[config.mk]
export PLATFORM = sky130hd
export DESIGN_NAME = key_debounce
export DESIGN_NICKNAME = d
export VERILOG_FILES = /design/src/rtl/key_debounce.sv
export SDC_FILE = /design/constraint.sdc
export NUM_CORES = 1
export LEC_CHECK = 0
export CORE_AREA = 8 8 80 82
export CTS_BUF_LIST = sky130_fd_sc_hd__clkbuf_4
export CTS_CLUSTER_DIAMETER = 40
export DETAILED_ROUTE_END_ITERATION = 10
export DIE_AREA = 0 0 88 90
export GPL_ROUTABILITY_DRIVEN = 0
export PLACE_DENSITY = 0.78
export SETUP_SLACK_MARGIN = 0.4
export SLEW_MARGIN = 20
export SYNTH_ARGS = -nofsm -noshare
export SYNTH_HDL_FRONTEND = slang
export SYNTH_SLANG_ARGS = --single-unit
[constraint.sdc]
create_clock -name clock -period 2.6 [get_ports clock]
set_clock_uncertainty 0.15 [all_clocks]
set_input_delay 0.26 -clock clock [delete_from_list [all_inputs] [get_ports clock]]
set_output_delay 0.26 -clock clock [all_outputs]
set_load 0.01 [all_outputs]
[src/rtl/key_debounce.sv]
// key_debounce
//   Multi-key pushbutton debouncer. Each raw pin is mapped to the logical
//   domain (1 = pressed), passed through a two-flop synchronizer, then
//   filtered by a per-key FSM. The FSM only changes the debounced level once
//   the synchronized input has held its new value for STABLE_TICKS
//   consecutive clken ticks.
//
//   Optional feature macro: KEY_DEBOUNCE_PRESS_PULSE_EN
//     defined   : keypress pulses for one clock on each debounced press
//     undefined : keypress is tied to all-zeros (port list unchanged)
//
// Parameters
//   NKEYS        number of independent keys (1..8)
//   STABLE_TICKS clken ticks a new level must persist (1..255)
//   ACTIVE_LOW   1: raw pin low means pressed; 0: raw pin high means pressed
//
// Ports
//   clock     master clock
//   reset     asynchronous, active-high reset
//   clken     one-clock time-base tick
//   keyraw    asynchronous raw pushbutton pins
//   keyout    debounced level per key, 1 = pressed
//   keypress  one-clock pulse on each debounced press (see macro above)
//
// FSM states (per key)
//   state   | meaning
//   LO      | released, waiting for s2 = 1
//   RISE    | s2 = 1, counting ticks toward press
//   HI      | pressed, waiting for s2 = 0
//   FALL    | s2 = 0, counting ticks toward release
module key_debounce #(
  parameter int NKEYS        = 4,
  parameter int STABLE_TICKS = 5,
  parameter bit ACTIVE_LOW   = 1'b1
) (
  input  logic             clock,
  input  logic             reset,
  input  logic             clken,
  input  logic [NKEYS-1:0] keyraw,
  output logic [NKEYS-1:0] keyout,
  output logic [NKEYS-1:0] keypress
);

  typedef enum logic [1:0] {
    ST_LO   = 2'd0,
    ST_RISE = 2'd1,
    ST_HI   = 2'd2,
    ST_FALL = 2'd3
  } state_t;

  localparam logic [7:0] CNT_LAST = 8'(STABLE_TICKS - 1);

  logic [NKEYS-1:0] key_log;
  logic [NKEYS-1:0] s1_q;
  logic [NKEYS-1:0] s2_q;
  state_t           state_q [NKEYS];
  state_t           state_d [NKEYS];
  logic [7:0]       cnt_q   [NKEYS];
  logic [7:0]       cnt_d   [NKEYS];
  logic [NKEYS-1:0] keyout_q;
  logic [NKEYS-1:0] keyout_d;

  assign key_log = ACTIVE_LOW ? ~keyraw : keyraw;

  always_ff @(posedge clock or posedge reset) begin
    if (reset) begin
      s1_q <= '0;
      s2_q <= '0;
    end else begin
      s1_q <= key_log;
      s2_q <= s1_q;
    end
  end

  always_ff @(posedge clock or posedge reset) begin
    if (reset) begin
      for (int k = 0; k < NKEYS; k++) begin
        state_q[k] <= ST_LO;
        cnt_q[k]   <= 8'd0;
      end
      keyout_q <= '0;
    end else begin
      for (int k = 0; k < NKEYS; k++) begin
        state_q[k] <= state_d[k];
        cnt_q[k]   <= cnt_d[k];
      end
      keyout_q <= keyout_d;
    end
  end

  // A reversal of s2 is tested before the tick, so it wins over a terminal
  // tick in the same cycle and aborts the transition.
  always_comb begin
    state_d  = state_q;
    cnt_d    = cnt_q;
    keyout_d = '0;
    for (int k = 0; k < NKEYS; k++) begin
      case (state_q[k])
        ST_LO: begin
          if (s2_q[k]) begin
            state_d[k] = ST_RISE;
            cnt_d[k]   = 8'd0;
          end
        end
        ST_RISE: begin
          if (!s2_q[k]) begin
            state_d[k] = ST_LO;
          end else if (clken && (cnt_q[k] == CNT_LAST)) begin
            state_d[k] = ST_HI;
          end else if (clken) begin
            cnt_d[k] = cnt_q[k] + 8'd1;
          end
        end
        ST_HI: begin
          if (!s2_q[k]) begin
            state_d[k] = ST_FALL;
            cnt_d[k]   = 8'd0;
          end
        end
        ST_FALL: begin
          if (s2_q[k]) begin
            state_d[k] = ST_HI;
          end else if (clken && (cnt_q[k] == CNT_LAST)) begin
            state_d[k] = ST_LO;
          end else if (clken) begin
            cnt_d[k] = cnt_q[k] + 8'd1;
          end
        end
      endcase
      // Registered from the next state so keyout and keypress share an edge.
      keyout_d[k] = (state_d[k] == ST_HI) || (state_d[k] == ST_FALL);
    end
  end

  assign keyout = keyout_q;

`ifdef KEY_DEBOUNCE_PRESS_PULSE_EN
  logic [NKEYS-1:0] press_q;
  logic [NKEYS-1:0] press_d;

  always_comb begin
    press_d = '0;
    for (int k = 0; k < NKEYS; k++) begin
      press_d[k] = (state_q[k] == ST_RISE) && (state_d[k] == ST_HI);
    end
  end

  always_ff @(posedge clock or posedge reset) begin
    if (reset) begin
      press_q <= '0;
    end else begin
      press_q <= press_d;
    end
  end

  assign keypress = press_q;
`else
  assign keypress = '0;
`endif

endmodule

======== Word-level counts from Yosys, hierarchy flattened ========
Index checks and enable logic that the tools add are counted.
word-level totals
  input port bits ......................... 7
  output and inout port bits .............. 8
  memory bits (writable) .................. 0
  memories kept ........................... 0
  bits in latches ......................... 0
  logic and storage cells ................. 128
  flip-flop bits (word level) ............. 52
  memory bits (read-only) ................. 0
cells by class
  reduce and logical (&&, ||, !) cells .... 16
  bitwise logic cells ..................... 1
  add/sub/neg operators ................... 4
  magnitude comparators ................... 0
  shift operators ......................... 0
  muxes and demuxes ....................... 56
  eq/ne operators ......................... 40
  div/mod/pow operators ................... 0
  $mul .................................... 0
operators by type and width
  operator                                                          count
  8-bit two-way mux                                                 24
  8-bit case mux with 4 select lines                                4
  2-bit two-way mux                                                 24
  8-bit by 1-bit adder with 8-bit output (second input constant)    4
  2-bit == test (second input constant)                             16
  8-bit by 3-bit == test with 1-bit output (second input constant)  4
  2-bit != test (second input constant)                             16
  2-bit case mux with 4 select lines                                4
  4-bit AND reduction                                               4
  2-bit by 1-bit == test with 1-bit output (second input constant)  4
  2-bit zero test                                                   4
  1-bit logical AND                                                 4
  1-bit logical OR                                                  4
  4-bit inverter                                                    1

======== Logic depth before layout (Yosys ltp) ========
  depth in word-level cells ............... 7
  gate-level depth with buffers ........... 7
  depth with buffers taken out ............ 6

======== Worst setup path before layout ========
OpenSTA, ideal clock, no wires.
  path kind ............................... flip-flop to flip-flop
  start point ............................. register cnt_q[16] in the netlist's numbering
  end point ............................... register cnt_q[21] in the netlist's numbering
  setup slack ............................. 0.594 ns
  setup time .............................. 0.078 ns
  path buffers ............................ 0
  arrival ................................. 1.778 ns
  stages on the path, launching flop included .. 7
  required time ........................... 2.372 ns
  period minus slack after synthesis ...... 2.006 ns
  cell sequence ........................... dfrtp_1 inv_1 ha_1 nor4b_1 a311o_1 or4_1 a21oi_1
between the ends
  word-level cells in the longest chain between the ends .. 5
  elaborated cells on any way between the ends .. 8
  classes of those cells .................. 1 x add/sub; 1 x eq/ne; 5 x mux; 1 x reduce/logical
ends and longest elaborated chain
  what                                                                                                RTL line  source
  start, declared                                                                                     58        logic [7:0] cnt_q [NKEYS];
  start signal, assigned by index                                                                     85        cnt_q[k] <= cnt_d[k];
  8-bit by 1-bit adder with 8-bit output or 8-bit by 3-bit == test with 1-bit output (tied branches)  -
  8-bit two-way mux or 1-bit logical AND (tied branches)                                              -
  8-bit two-way mux *                                                                                 108       end else if (clken && (cnt_q[k] == CNT_LAST)) begin
  8-bit two-way mux, on equally long branches                                                         121, 106
  8-bit case mux with 4 select lines *                                                                98        case (state_q[k])
Every way passes the cells marked *; elsewhere a longest branch is shown, timed or not. The select of a mux whose other input is x is not followed.
A chain may end at the register's enable or synchronous reset.

======== Worst setup path in the final report ========
  start point ............................. register cnt_q[8] in the netlist's numbering
  end point ............................... register cnt_q[11] in the netlist's numbering
Same word-level chain as after synthesis.

==> impl_metrics.tcl <==
set metrics [dict create \
    clock.fmax_mhz 466 \
    ys_seq_area_frac 0.479 \
    cts_buffers 5 \
    powerDensity_mw_per_mm2 740 \
    synth_cells 249 \
    synth_seq_cells 48 \
    critPathMaxFanout 7 \
    irDropWorstVdd_mv 0.562 \
    holdBufCountCts 0 \
    power_uw 2090 \
    hold_viol_final 0 \
    track_usage 0.125 \
    rr_worst_depth 7 \
    met1Wirelength_mm 2.22 \
    final_antenna_net_count 0 \
    die_w_um 88 \
    worst_setup_path_end_kind "flop" \
    layout-drive-gt1-share 0.116 \
    r2r_setup_slack_ns 0.45 \
    io_pins 15 \
    fp-row-count 27 \
    wl_met2_mm 2.22 \
    clk_latency_ns 0.37 \
    synthesis.area_mm2 0.00251 \
    required_ns 2.76 \
    totalWireLength_mm 4.71 \
    crit_chain "inv_1 > ha_1 > or3b_2 > o211ai_4 > clkbuf_2 > o21ai_0 > a21oi_1" \
    cts_tree "done" \
    synth_edf_count 0 \
    cts-htree-levels 2 \
    n_antenna_cell 0 \
    startpoint "cnt_q[8]" \
    drv_slew 0 \
    synth_flop_cell "dfrtp_1" \
    die_h_um 90 \
    multi_input_area_mm2 0.00120 \
    arrival_ns 2.30 \
    max_stage_delay_ns 0.53 \
    rsz0062_at_grt "yes" \
    r2r-end "cnt_q[11]" \
    regArea_mm2 0.00120 \
    grt_overflow 0 \
    cts_root_buf "clkbuf_4" \
    vias 1905 \
    path_clk_slew_ns 0.15 \
    finalSetupViolCount 0 \
    avgSynthCellArea_um2 10.1 \
    critPathKind "flop to flop" \
    via_per_inst 5.60 \
    final_cells 340 \
    ys_async_sr_fraction 1.00 \
    core_area_mm2 0.00524 \
    reg2reg_from "cnt_q[8]" \
    maxCapViolCount 0 \
    grt_start_max_net_pins 28 \
    clock_path_buffers 2 \
    start_util 0.479 \
    min_path_type "input port to async pin" \
    drt-pass1-iter-count 4 \
    drt-initial-drc-count 82 \
    die_area_mm2 0.00792 \
    critPathTopFamily "simple AND/OR/NAND/NOR gates" \
    wl_met3_um 190 \
    yosys_warnings 0 \
    detail_route.wl_per_cell_um 13.9 \
    drc 0 \
    fin_hold_ws_ns 0.0495 \
    dp_hpwl_mm 3.33 \
    critPathSlowestCell "or3b_2" \
    grt_pass1_vias 1819 \
    fillCellCount 478 \
    slew_headroom 0.591 \
    top_layer_used "met4" \
    leakagePower_uw 0.00119 \
    fin_crit_sh 0.826 \
    tightest_slew_ns 0.608 \
    yosysUniqueCellTypes 50 \
    grt_pass1_wl_mm 8.07 \
    crit_buf_inv 2 \
    grt_antenna_before_repair 0 \
    syn_to_final_growth_pct 12.7 \
    cts_sinks 48 \
    startpoint_type "flop" \
    min_period_ns 2.15 \
    fin_setup_tns_ns 0 \
    fin_nets 282 \
    placed_cells 328 \
    status "finished clean" \
    port_buffers 10 \
]
-- layer usage --
metal,global-route usage,up-vias
li1,-,943
met5,0,-
met2,0.188,37
met3,0.0428,10
met1,0.165,915
met4,0.0373,0
-- where the power goes --
group          switching, uW  total [uW]  leakage [uW]  internal, uW
Clock                    250         451     0.0000428           201
Sequential               114         965      0.000630           851
Combinational            381         678      0.000512           297
Total                    745        2090       0.00119          1350
-- area by class of cell --
cell class              count  share of cell area
well taps                  72              0.0318
multi-input cells         173               0.426
clock buffers               5              0.0133
clock inverters             3              0.0150
inverters                  21              0.0279
repair buffers             18              0.0602
flip-flops and latches     48               0.426
-- worst max path at each step --
stage	to	slack (ns)	cells after the start
finish	cnt_q[11]	0.45	7
global route	state_q[7]	0.38	5
CTS	cnt_q[9]	0.43	6
detailed placement	cnt_q[7]	0.37	5
global placement	cnt_q[7]	0.42	5
floorplan	cnt_q[21]	0.59	6
-- cells in the mapped netlist (all sizes together) (6+ instances only) --
cell	instances	area, um^2
o21ai	8	40.0
o31ai	9	67.6
xnor2	9	78.8
dfrtp	48	1200
nand2	15	56.3
or4	8	63.8
or3	8	50.1
nor2	13	48.8
buf	9	65.1
ha	8	100
nand3	11	55.1
nor3	6	30.0
a21oi	16	80.1
inv	21	78.8
-- stage by stage --
stage	setup slack (ns)	util	cell area (um^2)
6_report	0.452	0.540	2830
5_1_grt	0.384	0.540	2830
4_1_cts	0.428	0.530	2780
3_5_place_dp	0.367	0.513	2690
3_3_place_gp	0.419	0.513	2690
2_1_floorplan	0.594	-	2520
-- state kept, by name (all words and copies together) (netlist names) --
| signal | cells |
|---|---|
| cnt_q | 32 |
| keyout | 1 |
| s2_q | 4 |
| s1_q | 4 |
| state_q | 7 |
-- cells by family (layout without fill, tap and decap cells) --
| kind of cell | after synthesis | count (layout) | synth area share |
|---|---|---|---|
| AND/OR/NAND/NOR | 88 | 88 | 0.201 |
| XOR/XNOR | 12 | 12 | 0.0419 |
| flip-flops | 48 | 48 | 0.479 |
| other | 1 | 4 | 0.00149 |
| adder cells (fa/ha/maj) | 8 | 8 | 0.0399 |
| buffers and inverters | 31 | 47 | 0.0588 |
| AO/OA/AOI/OAI | 54 | 54 | 0.148 |
| multiplexers | 7 | 7 | 0.0304 |
-- cell usage in the layout, fill, tap and decap left out, types with 3 or more instances in the layout --
master and n:
clkdlybuf4s50_1 10, or3_1 8, nand4_1 5, nor2_1 13, conb_1 4, clkbuf_4 5
inv_1 19, mux2_1 3, ha_1 8, nand3_1 11, dfrtp_2 3, or4_1 7
nor3_1 6, a21oi_1 16, o41ai_1 3, xnor2_1 9, xor2_1 3, o311ai_0 3
nand2_1 15, dfrtp_1 45, o21ai_0 6, buf_4 6, o31ai_1 9, nand2b_1 3
-- timing repair --
item                                    4_1_cts  5_1_grt
cloned                                        0        0
resized for setup                             1        7
pin swaps                                     0        2
buffers inserted                              1        3
endpoints found under the setup margin        2       10
No activity file was read; power rests on OpenSTA's default activity.
